File: config.mk
export PLATFORM = sky130hd
export DESIGN_NAME = shift_pipe
export DESIGN_NICKNAME = d
export VERILOG_FILES = /design/src/rtl/shift_pkg.sv /design/src/rtl/shift_stage.sv /design/src/rtl/shift_pipe.sv
export SDC_FILE = /design/constraint.sdc
export NUM_CORES = 1
export LEC_CHECK = 0
export CORE_AREA = 3 3 144 146
export DETAILED_ROUTE_END_ITERATION = 16
export DIE_AREA = 0 0 147 149
export GPL_TIMING_DRIVEN = 0
export PLACE_DENSITY = 0.76
export SLEW_MARGIN = 25
export SYNTH_ARGS = -nofsm -noshare
export SYNTH_HDL_FRONTEND = slang
export SYNTH_SLANG_ARGS = --single-unit
File: constraint.sdc
create_clock -name clk -period 2.93 [get_ports clk]
set_input_delay 0.586 -clock clk [delete_from_list [all_inputs] [get_ports clk]]
set_output_delay 0.586 -clock clk [all_outputs]
set_load 0.02 [all_outputs]
File: src/rtl/shift_pkg.sv
// shift_pkg: shared types for the pipelined barrel shifter.
// Holds the shift-mode encoding used by every stage.
package shift_pkg;

  typedef enum logic [1:0] {
    OP_SLL = 2'b00,
    OP_SRL = 2'b01,
    OP_SRA = 2'b10,
    OP_ROR = 2'b11
  } shift_op_e;

endpackage

File: src/rtl/shift_stage.sv
// shift_stage: one barrel-shift level (shift by 2**LEVEL)
// followed by its pipeline register and valid/ready handshake.
module shift_stage
  import shift_pkg::*;
#(
  parameter int WIDTH = 32,
  parameter int LEVEL = 0
) (
  input  logic                     clk,
  input  logic                     rst_n,
  input  logic                     up_valid_i,
  output logic                     up_ready_o,
  input  logic [WIDTH-1:0]         up_data_i,
  input  logic [$clog2(WIDTH)-1:0] up_amt_i,
  input  shift_op_e                up_op_i,
  output logic                     dn_valid_o,
  input  logic                     dn_ready_i,
  output logic [WIDTH-1:0]         dn_data_o,
  output logic [$clog2(WIDTH)-1:0] dn_amt_o,
  output shift_op_e                dn_op_o
);

  localparam int AW = $clog2(WIDTH);
  localparam int S  = 1 << LEVEL;

  logic             valid_q;
  logic [WIDTH-1:0] data_q;
  logic [WIDTH-1:0] data_d;
  logic [WIDTH-1:0] shifted;
  logic [AW-1:0]    amt_q;
  shift_op_e        op_q;
  logic             load;

  // Shift by this level's weight; pass through when its amount bit is 0.
  always_comb begin
    shifted = up_data_i;
    unique case (up_op_i)
      OP_SLL: shifted = up_data_i << S;
      OP_SRL: shifted = up_data_i >> S;
      OP_SRA: shifted = $signed(up_data_i) >>> S;
      OP_ROR: shifted = {up_data_i[S-1:0], up_data_i[WIDTH-1:S]};
      default: shifted = up_data_i;
    endcase
    data_d = up_amt_i[LEVEL] ? shifted : up_data_i;
  end

  // Load when empty or when the downstream side takes our content.
  assign load       = ~valid_q | dn_ready_i;
  assign up_ready_o = load;

  // Pipeline register: valid always follows upstream on a load,
  // the payload only updates when a real request arrives.
  always_ff @(posedge clk or negedge rst_n) begin
    if (!rst_n) begin
      valid_q <= 1'b0;
      data_q  <= '0;
      amt_q   <= '0;
      op_q    <= OP_SLL;
    end else if (load) begin
      valid_q <= up_valid_i;
      if (up_valid_i) begin
        data_q <= data_d;
        amt_q  <= up_amt_i;
        op_q   <= up_op_i;
      end
    end
  end

  assign dn_valid_o = valid_q;
  assign dn_data_o  = data_q;
  assign dn_amt_o   = amt_q;
  assign dn_op_o    = op_q;

endmodule

File: src/rtl/shift_pipe.sv
// shift_pipe: LOG2W-deep pipelined barrel shifter
// (SLL/SRL/SRA/ROR) with valid/ready flow control.
module shift_pipe
  import shift_pkg::*;
#(
  parameter int WIDTH = 32,
  parameter int LOG2W = $clog2(WIDTH)
) (
  input  logic             clk,
  input  logic             rst_n,
  input  logic             in_valid,
  output logic             in_ready,
  input  logic [WIDTH-1:0] in_a,
  input  logic [WIDTH-1:0] in_b,
  input  logic [1:0]       in_op,
  output logic             out_valid,
  input  logic             out_ready,
  output logic [WIDTH-1:0] out_result
);

  for (genvar k = 0; k < LOG2W; k++) begin : g_lvl
    logic             up_vld;
    logic             up_rdy;
    logic             dn_rdy;
    logic             vld;
    logic [WIDTH-1:0] up_dat;
    logic [WIDTH-1:0] dat;
    logic [LOG2W-1:0] up_amt;
    logic [LOG2W-1:0] amt;
    shift_op_e        up_op;
    shift_op_e        op;

    if (k == 0) begin : g_head
      assign up_vld = in_valid;
      assign up_dat = in_a;
      assign up_amt = in_b[LOG2W-1:0];
      assign up_op  = shift_op_e'(in_op);
    end else begin : g_link
      assign up_vld = g_lvl[k-1].vld;
      assign up_dat = g_lvl[k-1].dat;
      assign up_amt = g_lvl[k-1].amt;
      assign up_op  = g_lvl[k-1].op;
    end

    if (k == LOG2W - 1) begin : g_tail
      assign dn_rdy = out_ready;
    end else begin : g_mid
      assign dn_rdy = g_lvl[k+1].up_rdy;
    end

    shift_stage #(
      .WIDTH (WIDTH),
      .LEVEL (k)
    ) u_stage (
      .clk        (clk),
      .rst_n      (rst_n),
      .up_valid_i (up_vld),
      .up_ready_o (up_rdy),
      .up_data_i  (up_dat),
      .up_amt_i   (up_amt),
      .up_op_i    (up_op),
      .dn_valid_o (vld),
      .dn_ready_i (dn_rdy),
      .dn_data_o  (dat),
      .dn_amt_o   (amt),
      .dn_op_o    (op)
    );
  end

  assign in_ready   = g_lvl[0].up_rdy;
  assign out_valid  = g_lvl[LOG2W-1].vld;
  assign out_result = g_lvl[LOG2W-1].dat;

  // Upper amount bits and the tail stage's amount/op are not needed.
  logic unused_bits;
  assign unused_bits = ^{in_b[WIDTH-1:LOG2W],
                         g_lvl[LOG2W-1].amt,
                         g_lvl[LOG2W-1].op};

endmodule

==> results of run 1 <==
-- how the worst min path moves through the flow --
stage / startpoint / endpoint / slack, ns / cells past startpoint
after floorplan: rst_n / g_lvl[0].u_stage.dn_amt_o[1] / 0.29 / 0
after global placement: g_lvl[4].u_stage.dn_data_o[24] / g_lvl[4].u_stage.dn_data_o[24] / 0.48 / 1
after detailed placement: g_lvl[4].u_stage.dn_data_o[26] / g_lvl[4].u_stage.dn_data_o[26] / 0.48 / 1
after CTS: rst_n / g_lvl[3].u_stage.dn_data_o[9] / 0.04 / 1
after global routing: rst_n / g_lvl[2].u_stage.dn_data_o[18] / 0.05 / 1
final: rst_n / g_lvl[2].u_stage.dn_data_o[17] / 0.03 / 1
-- per-stage QoR --
step                      hold WS, ns  power (mW)  setup TNS [ns]
final                          0.0305        12.2               0
after global routing           0.0542        12.9               0
after CTS                      0.0401        12.2               0
after detailed placement        0.477        9.84               0
after global placement          0.477        9.72        -1143.75
after floorplan                 0.290        7.79               0
-- cell usage after synthesis, types with 13 or more instances --
library cell / number / area [um2]
o2bb2ai_1: 26 / 228
o21ai_0: 107 / 536
buf_2: 18 / 90.1
mux2_2: 99 / 1110
nor2_1: 101 / 379
a22oi_1: 16 / 120
a211oi_1: 16 / 120
mux2i_1: 14 / 140
mux2_4: 19 / 285
or3b_2: 81 / 709
o211ai_1: 27 / 203
clkbuf_1: 82 / 308
a21oi_1: 50 / 250
or3b_1: 16 / 140
nand3_1: 13 / 65.1
a31oi_1: 110 / 688
dfrtp_1: 183 / 4580
-- kinds of logic (layout without fill, tap and decap cells) --
logic type / Yosys count / in the layout / synth area share (%)
and+or+nand+nor: 259 / 259 / 15.1
DFF: 183 / 183 / 43.0
muxes: 132 / 132 / 14.5
buffers and inverters: 123 / 230 / 5.12
xor gates and xnor gates: 1 / 1 / 0.0823
AOI/OAI and AO/OA: 375 / 375 / 22.2
-- worst register-to-register path, cell delays in order, from the launching register on --
cell	delay, ns
dfrtp_1	0.37
buf_2	0.17
buf_2	0.20
clkbuf_1	0.25
o21ai_0	0.37
a31oi_1	0.21
mux2_2	0.32
-- registers in the layout (all words and copies together), names as in the netlist --
signal	count
g_lvl.u_stage.dn_op_o	8
g_lvl.u_stage.dn_amt_o	10
g_lvl.u_stage.dn_data_o	160
g_lvl.u_stage.dn_valid_o	5
-- routing by layer --
metal	track usage [%]	up-vias
met4	9.69	2
met1	36.4	4498
li1	-	4215
met5	0	-
met3	4.74	54
met2	47.3	323
-- layout by cell type (no fill, tap or decap), types with 26 or more instances in the layout --
cell and instances:
a21oi_1 50, a31oi_1 110, clkbuf_1 82, clkdlybuf4s50_1 72, dfrtp_1 183, mux2_2 99
nor2_1 101, o211ai_1 27, o21ai_0 107, o2bb2ai_1 26, or3b_2 81
-- power by group through the flow --
stage                     registers (mW)  logic (mW)  clock network, mW
final                               4.66        5.25               2.33
after global routing                4.77        5.71               2.45
after CTS                           4.62        5.21               2.35
after detailed placement            4.67        5.17                  0
after global placement              4.65        5.07                  0
after floorplan                     4.44        3.35                  0
-- cell type report --
class / instances / area, um2
Clock inverter: 14 / 165
Fill cell: 1648 / 7160
Inverter: 6 / 22.5
Timing Repair Buffer: 75 / 791
Buffer: 117 / 522
Tap cell: 265 / 332
Clock buffer: 18 / 439
Sequential cell: 183 / 4580
Multi-Input combinational cell: 767 / 5510
==> run summary, run 1 <==
========================================================================================
DIE WIDTH .................................................................       147 um
Post-Place Cells ..........................................................        1,413
DP Wirelength .............................................................    22,900 um
Sw Share ..................................................................        41.9%
Cts-stage hold buffer count ...............................................            0
Post-route clock skew .....................................................    0.0189 ns
Max-slew headroom .........................................................        60.7%
Buffers inserted by post-CTS timing repair ................................            0
Net count of the mapped netlist ...........................................        1,143
Distinct cell type count of the synthesized netlist .......................           48
Power Internal ............................................................      7.12 mW
Startpoint of the worst register-to-register path ......................... g_lvl[0].u_stage.dn_op_o[1]
Family with the most delay on the worst path .............................. buffers and inverters
Number of enable-type register cells in the synthesized netlist ...........            0
Number of instances in the synthesized netlist ............................        1,073
Worst-path clk slew .......................................................      0.07 ns
Pre-CTS setup slack .......................................................     0.108 ns
Length of the first detailed-routing pass in iterations ...................            5
Combined global-route utilization of all metal layers .....................        27.9%
Remaining antenna violation count after routing ...........................            0
Layout cells sized above 1 ................................................        22.8%
CTS tree ..................................................................          yes
Post_cts resized ..........................................................            0
Sequential share of the synthesized area ..................................        43.0%
Crit. End Element ......................................................... primary output
Setup crit end ............................................................     in_ready
Maximum fanout along the worst path .......................................           10
WL met3 ...................................................................      1510 um
Final design instance area without fill ...................................   0.0124 mm2
Clock group share of total power ..........................................        19.1%
Final worst path period need ..............................................      2.84 ns
Worst path buffer plus inverter count .....................................            3
Root Buffer ...............................................................    clkbuf_16
Number of nets in the finished design .....................................        1,237
Portion of the clock cycle consumed by the worst path in the final layout .        96.8%
Nature of the critical path startpoint ....................................   input port
Vias ......................................................................        9,092
Comb power frac ...........................................................        42.9%
Via density per instance ..................................................         6.29
RSZ-0062 raised after global routing ......................................        false
Detailed-routing wirelength on met1 .......................................    12,900 um
Final count of pins violating max slew ....................................            0
# clock sinks .............................................................          183
Initial core utilization ..................................................        54.5%
Cell Pwr Density ..........................................................   990 mW/mm2
Synth Flop Type ...........................................................      dfrtp_1
Type of the tightest min-delay check ...................................... input port to async pin
Share of synthesized registers carrying an async set or reset .............         100%
Count of boundary I/O pins ................................................          104
Final-report hold violation count .........................................            0
Maximum level of the CTS H-tree ...........................................            4
Fin util ..................................................................        63.3%
IO buf count ..............................................................           73
Maximum number of pins on one net before global-route repair ..............           90
Setup violations, final ...................................................            0
Transition time at the pin with the least slew margin .....................     0.586 ns
Net switching power figure ................................................      5.13 mW
Buffers from clock root to sink, at most ..................................            2
Std cell rows .............................................................           51
Total cell area at the placement stage ....................................   0.0118 mm2
YS warnings ...............................................................            0
Worst path cell trace ..................................................... clkdlybuf4s50_1 > and4b_1 > buf_4 > nand3_1 > clkdlybuf4s50_1
Post-synthesis register bit count .........................................          183
Number of DRC violations after detailed-routing iteration 0 ...............          695
Wire length of the first global-routing pass ..............................    48,500 um
GP Congestion .............................................................        0.962
Setup slack of the most critical reg-to-reg path ..........................      0.94 ns
Endpoint arrival time on the critical path ................................      2.25 ns
Std-Cell Core Area ........................................................   0.0195 mm2
Critical path data required time ..........................................      2.34 ns
Fraction of power consumed by sequential logic ............................        38.1%
Non-filler instance count after layout ....................................        1,445
Max-cap violations ........................................................            0
DR top layer ..............................................................         met5
Area overhead of the layout relative to synthesis .........................        16.2%
Most used cell along the critical path .................................... clkdlybuf4s50_1
Vias in the first global route ............................................        8,738
Clock latency on the worst-skew pair ......................................      0.45 ns
CP max-delay cell ......................................................... clkdlybuf4s50_1
Highest clock frequency the design can meet ...............................    0.352 GHz
Syn_area_per_cell .........................................................     9.91 um2
WL/cell ...................................................................      21.0 um
Area enclosed by the die boundary .........................................   0.0219 mm2
Antenna cell count ........................................................            0
Worst stage delay on the critical path ....................................      0.62 ns
Worst setup path class .................................................... input port to primary output
GRT Residual Overflow .....................................................            0
Critical path startpoint ..................................................    out_ready
Number of buffers created by CTS ..........................................           17
Number of antenna violations at the first check in global routing .........            1
Critical path depth .......................................................            5
Total wire length .........................................................    30,300 um
WL met2 ...................................................................    14,900 um
Netlist Area Pre-Place ....................................................   0.0106 mm2
Leakage Power .............................................................      4.75 nW
Final routed DRC violation total ..........................................            0
Vertical die dimension ....................................................       149 um
Maximum vdd drop ..........................................................       448 uV
Result of the run ......................................................... finished, final reports clean
Destination of the worst register-to-register timing path ................. g_lvl[1].u_stage.dn_data_o[21]
Register-to-Register Path Depth ...........................................            6
Minimum setup slack in the final design ...................................    0.0928 ns
========================================================================================
(Power assumes the default switching activity.)
==> inputs of run 2 (changes only) <==
--- a/config.mk
+++ b/config.mk
@@ -9,7 +9,8 @@
 export DETAILED_ROUTE_END_ITERATION = 16
 export DIE_AREA = 0 0 147 149
 export GPL_TIMING_DRIVEN = 0
-export PLACE_DENSITY = 0.76
+export PLACE_DENSITY = 0.8
+export REMOVE_ABC_BUFFERS = 1
 export SLEW_MARGIN = 25
 export SYNTH_ARGS = -nofsm -noshare
 export SYNTH_HDL_FRONTEND = slang
==> constraint.sdc (replaced) <==
create_clock -name clk -period 2.93 [get_ports clk]
set_input_delay 0.586 -clock clk [delete_from_list [all_inputs] [get_ports clk]]
set_output_delay 0.586 -clock clk [all_outputs]
set_load 0.01 [all_outputs]
==> run 2 against run 1 <==
  * Hold slack gained 0.13 ns
  * Die area is the same
  * Total power shrank 7.8%
  * Count of clock-buffer cells in the layout shrank 1
  * Final area shrank 2.7%
  * Critical path depth shrank 2
  * Worst setup slack gained 0.069 ns
  * Core utilization shrank 1.7 points
  * Register-to-register slack lost 0.41 ns
  * Via count shrank 9.1%
  * Clock skew shrank 0.012 ns
  * Cell count shrank 7.4%
  * Largest power group is now sequential cells
==> run summary, run 2 (same netlist as run 1, synthesis figures left out) <==
========================================================================================
Vertical die dimension ....................................................       149 um   unchanged
Total wire length .........................................................    22,300 um   was 30,300 um
Buffers from clock root to sink, at most ..................................            2   unchanged
Worst setup path class .................................................... register to primary output   was input port to primary output
Crit. End Element ......................................................... primary output   unchanged
Number of antenna violations at the first check in global routing .........            0   was 1
Nature of the critical path startpoint ....................................     register   was input port
Layout cells sized above 1 ................................................        24.8%   was 22.8%
Wire length of the first global-routing pass ..............................    37,700 um   was 48,500 um
DR top layer ..............................................................         met4   was met5
Worst Hold Slack ..........................................................     0.159 ns   was 0.0305 ns
Cell Pwr Density ..........................................................   938 mW/mm2   was 990 mW/mm2
RSZ-0062 raised after global routing ......................................        false   unchanged
Highest clock frequency the design can meet ...............................    0.361 GHz   was 0.352 GHz
Combined global-route utilization of all metal layers .....................        20.5%   was 27.9%
Critical path data required time ..........................................      2.34 ns   about the same
Initial core utilization ..................................................        54.5%   unchanged
Leakage Power .............................................................      4.57 nW   was 4.75 nW
Max-slew headroom .........................................................        38.3%   was 60.7%
Most common cell after layout, fill and taps aside ........................      dfrtp_1   unchanged
Area overhead of the layout relative to synthesis .........................        13.1%   was 16.2%
Fraction of power consumed by sequential logic ............................        43.3%   was 38.1%
Family with the most delay on the worst path ..............................   flip-flops   was buffers and inverters
Setup TNS Final ...........................................................         0 ns   unchanged
Design Power ..............................................................      11.3 mW   was 12.2 mW
Maximum fanout along the worst path .......................................           22   was 10
Worst path buffer plus inverter count .....................................            1   was 3
GP Congestion .............................................................        0.840   was 0.962
Post-route clock skew .....................................................   0.00688 ns   was 0.0189 ns
Vias in the first global route ............................................        7,539   was 8,738
Maximum number of pins on one net before global-route repair ..............           95   was 90
Setup violations, final ...................................................            0   unchanged
Post-Place Cells ..........................................................        1,304   was 1,413
Max-cap violations ........................................................            0   unchanged
Std cell rows .............................................................           51   unchanged
GRT Residual Overflow .....................................................            0   unchanged
Worst stage delay on the critical path ....................................      0.64 ns   was 0.62 ns
Maximum vdd drop ..........................................................       436 uV   was 448 uV
Power Internal ............................................................      7.11 mW   was 7.12 mW
Final worst path period need ..............................................      2.77 ns   was 2.84 ns
Worst-path clk slew .......................................................      0.07 ns   about the same
Net switching power figure ................................................      4.17 mW   was 5.13 mW
DP Wirelength .............................................................    14,900 um   was 22,900 um
Root Buffer ...............................................................    clkbuf_16   unchanged
Clock latency on the worst-skew pair ......................................      0.43 ns   was 0.45 ns
Number of buffers created by CTS ..........................................           17   unchanged
Most frequent cells in the layout ......................................... dfrtp_1, a31oi_1, o21ai_0, nor2_1, mux2_2   unchanged
Endpoint arrival time on the critical path ................................      2.18 ns   was 2.25 ns
Final count of pins violating max slew ....................................            0   unchanged
Length of the first detailed-routing pass in iterations ...................            7   was 5
Number of nets in the finished design .....................................        1,130   was 1,237
Number of DRC violations after detailed-routing iteration 0 ...............          625   was 695
Final-report hold violation count .........................................            0   unchanged
Sw Share ..................................................................        37.0%   was 41.9%
# clock sinks .............................................................          183   unchanged
Worst path cell trace ..................................................... and4b_4 > nand3_1 > clkdlybuf4s50_1   was clkdlybuf4s50_1 > and4b_1 > buf_4 > nand3_1 > clkdlybuf4s50_1
DIE WIDTH .................................................................       147 um   unchanged
Non-filler instance count after layout ....................................        1,338   was 1,445
WL met3 ...................................................................       825 um   was 1510 um
CTS tree ..................................................................          yes   unchanged
Maximum level of the CTS H-tree ...........................................            4   unchanged
Via density per instance ..................................................         6.18   was 6.29
Antenna cell count ........................................................            0   unchanged
CP max-delay cell .........................................................      dfrtp_2   was clkdlybuf4s50_1
Transition time at the pin with the least slew margin .....................     0.925 ns   was 0.586 ns
Result of the run ......................................................... finished, final reports clean   unchanged
WL/cell ...................................................................      16.7 um   was 21.0 um
Vias ......................................................................        8,266   was 9,092
Remaining antenna violation count after routing ...........................            0   unchanged
Portion of the clock cycle consumed by the worst path in the final layout .        94.5%   was 96.8%
Clock group share of total power ..........................................        19.9%   was 19.1%
IO buf count ..............................................................           76   was 73
Fin util ..................................................................        61.6%   was 63.3%
Area enclosed by the die boundary .........................................   0.0219 mm2   unchanged
Type of the tightest min-delay check ...................................... input port to async pin   unchanged
WL met2 ...................................................................    10,600 um   was 14,900 um
Max FFs per register ......................................................          160   unchanged
Comb power frac ...........................................................        36.9%   was 42.9%
Detailed-routing wirelength on met1 .......................................    10,600 um   was 12,900 um
Count of boundary I/O pins ................................................          104   unchanged
Final routed DRC violation total ..........................................            0   unchanged
Std-Cell Core Area ........................................................   0.0195 mm2   unchanged
========================================================================================
-- run 2: cell count changes in the layout (fill, tap and decap cells not counted), moves of 5 or more --
cell and change:
inv_8 -5, dfrtp_1 -11, buf_4 -6, clkbuf_1 -82, buf_1 -6, dfrtp_2 +10, buf_2 -15
-- run 2: worst paths after layout --
kind	to	slack [ns]	from	depth (start not counted)
setup / recovery	in_ready	0.16	g_lvl[2].u_stage.dn_valid_o	3
hold / removal	g_lvl[4].u_stage.dn_data_o[15]	0.16	rst_n	1
setup reg to reg	g_lvl[3].u_stage.dn_data_o[11]	0.53	g_lvl[3].u_stage.dn_valid_o	3
hold reg to reg	g_lvl[4].u_stage.dn_data_o[31]	0.49	g_lvl[4].u_stage.dn_data_o[31]	1
max in group asynchronous	g_lvl[0].u_stage.dn_op_o[1]	1.85	rst_n	2
min in group clk	g_lvl[4].u_stage.dn_data_o[31]	0.49	g_lvl[4].u_stage.dn_data_o[31]	1
-- run 2: repair_timing --
item | in CTS | in global routing
setup endpoints to repair | 1 | 1
gates cloned | 0 | 0
hold buffers | 0 | 0
buffers inserted | 0 | 1
pin swaps | 0 | 0
gates resized for setup | 3 | 1
-- run 2: cell type report --
class	instances	area, um2
clock buffer	17	425
sequential	183	4600
timing repair buffer	85	952
clock inverter	15	155
inverter	6	22.5
multi-input combinational	767	5540
fill	1619	7500
tap	265	332
-- run 2: per-stage QoR --
| stage | area (um2) | setup slack (ns) |
|---|---|---|
| 3_5_place_dp | 11400 | -0.294 |
| 3_3_place_gp | 11200 | -6.03 |
| 2_1_floorplan | 10100 | -1.41 |
| 5_1_grt | 12000 | 0.0560 |
| 6_report | 12000 | 0.162 |
| 4_1_cts | 12000 | 0.0159 |
-- run 2: power by group through the flow --
| stage | combinational, mW | sequential (mW) | clock, mW |
|---|---|---|---|
| after floorplan | 2.72 | 4.65 | 0 |
| after global placement | 3.79 | 4.94 | 0 |
| after detailed placement | 4.10 | 4.89 | 0 |
| after CTS | 4.14 | 4.86 | 2.28 |
| after global routing | 4.63 | 5.07 | 2.38 |
| final | 4.16 | 4.88 | 2.24 |
-- run 2: per-layer routing --
metal,vias up,track usage [%]
li1,4013,-
met1,4039,28.3
met2,187,33.4
met3,27,3.34
met4,0,6.57
met5,-,0
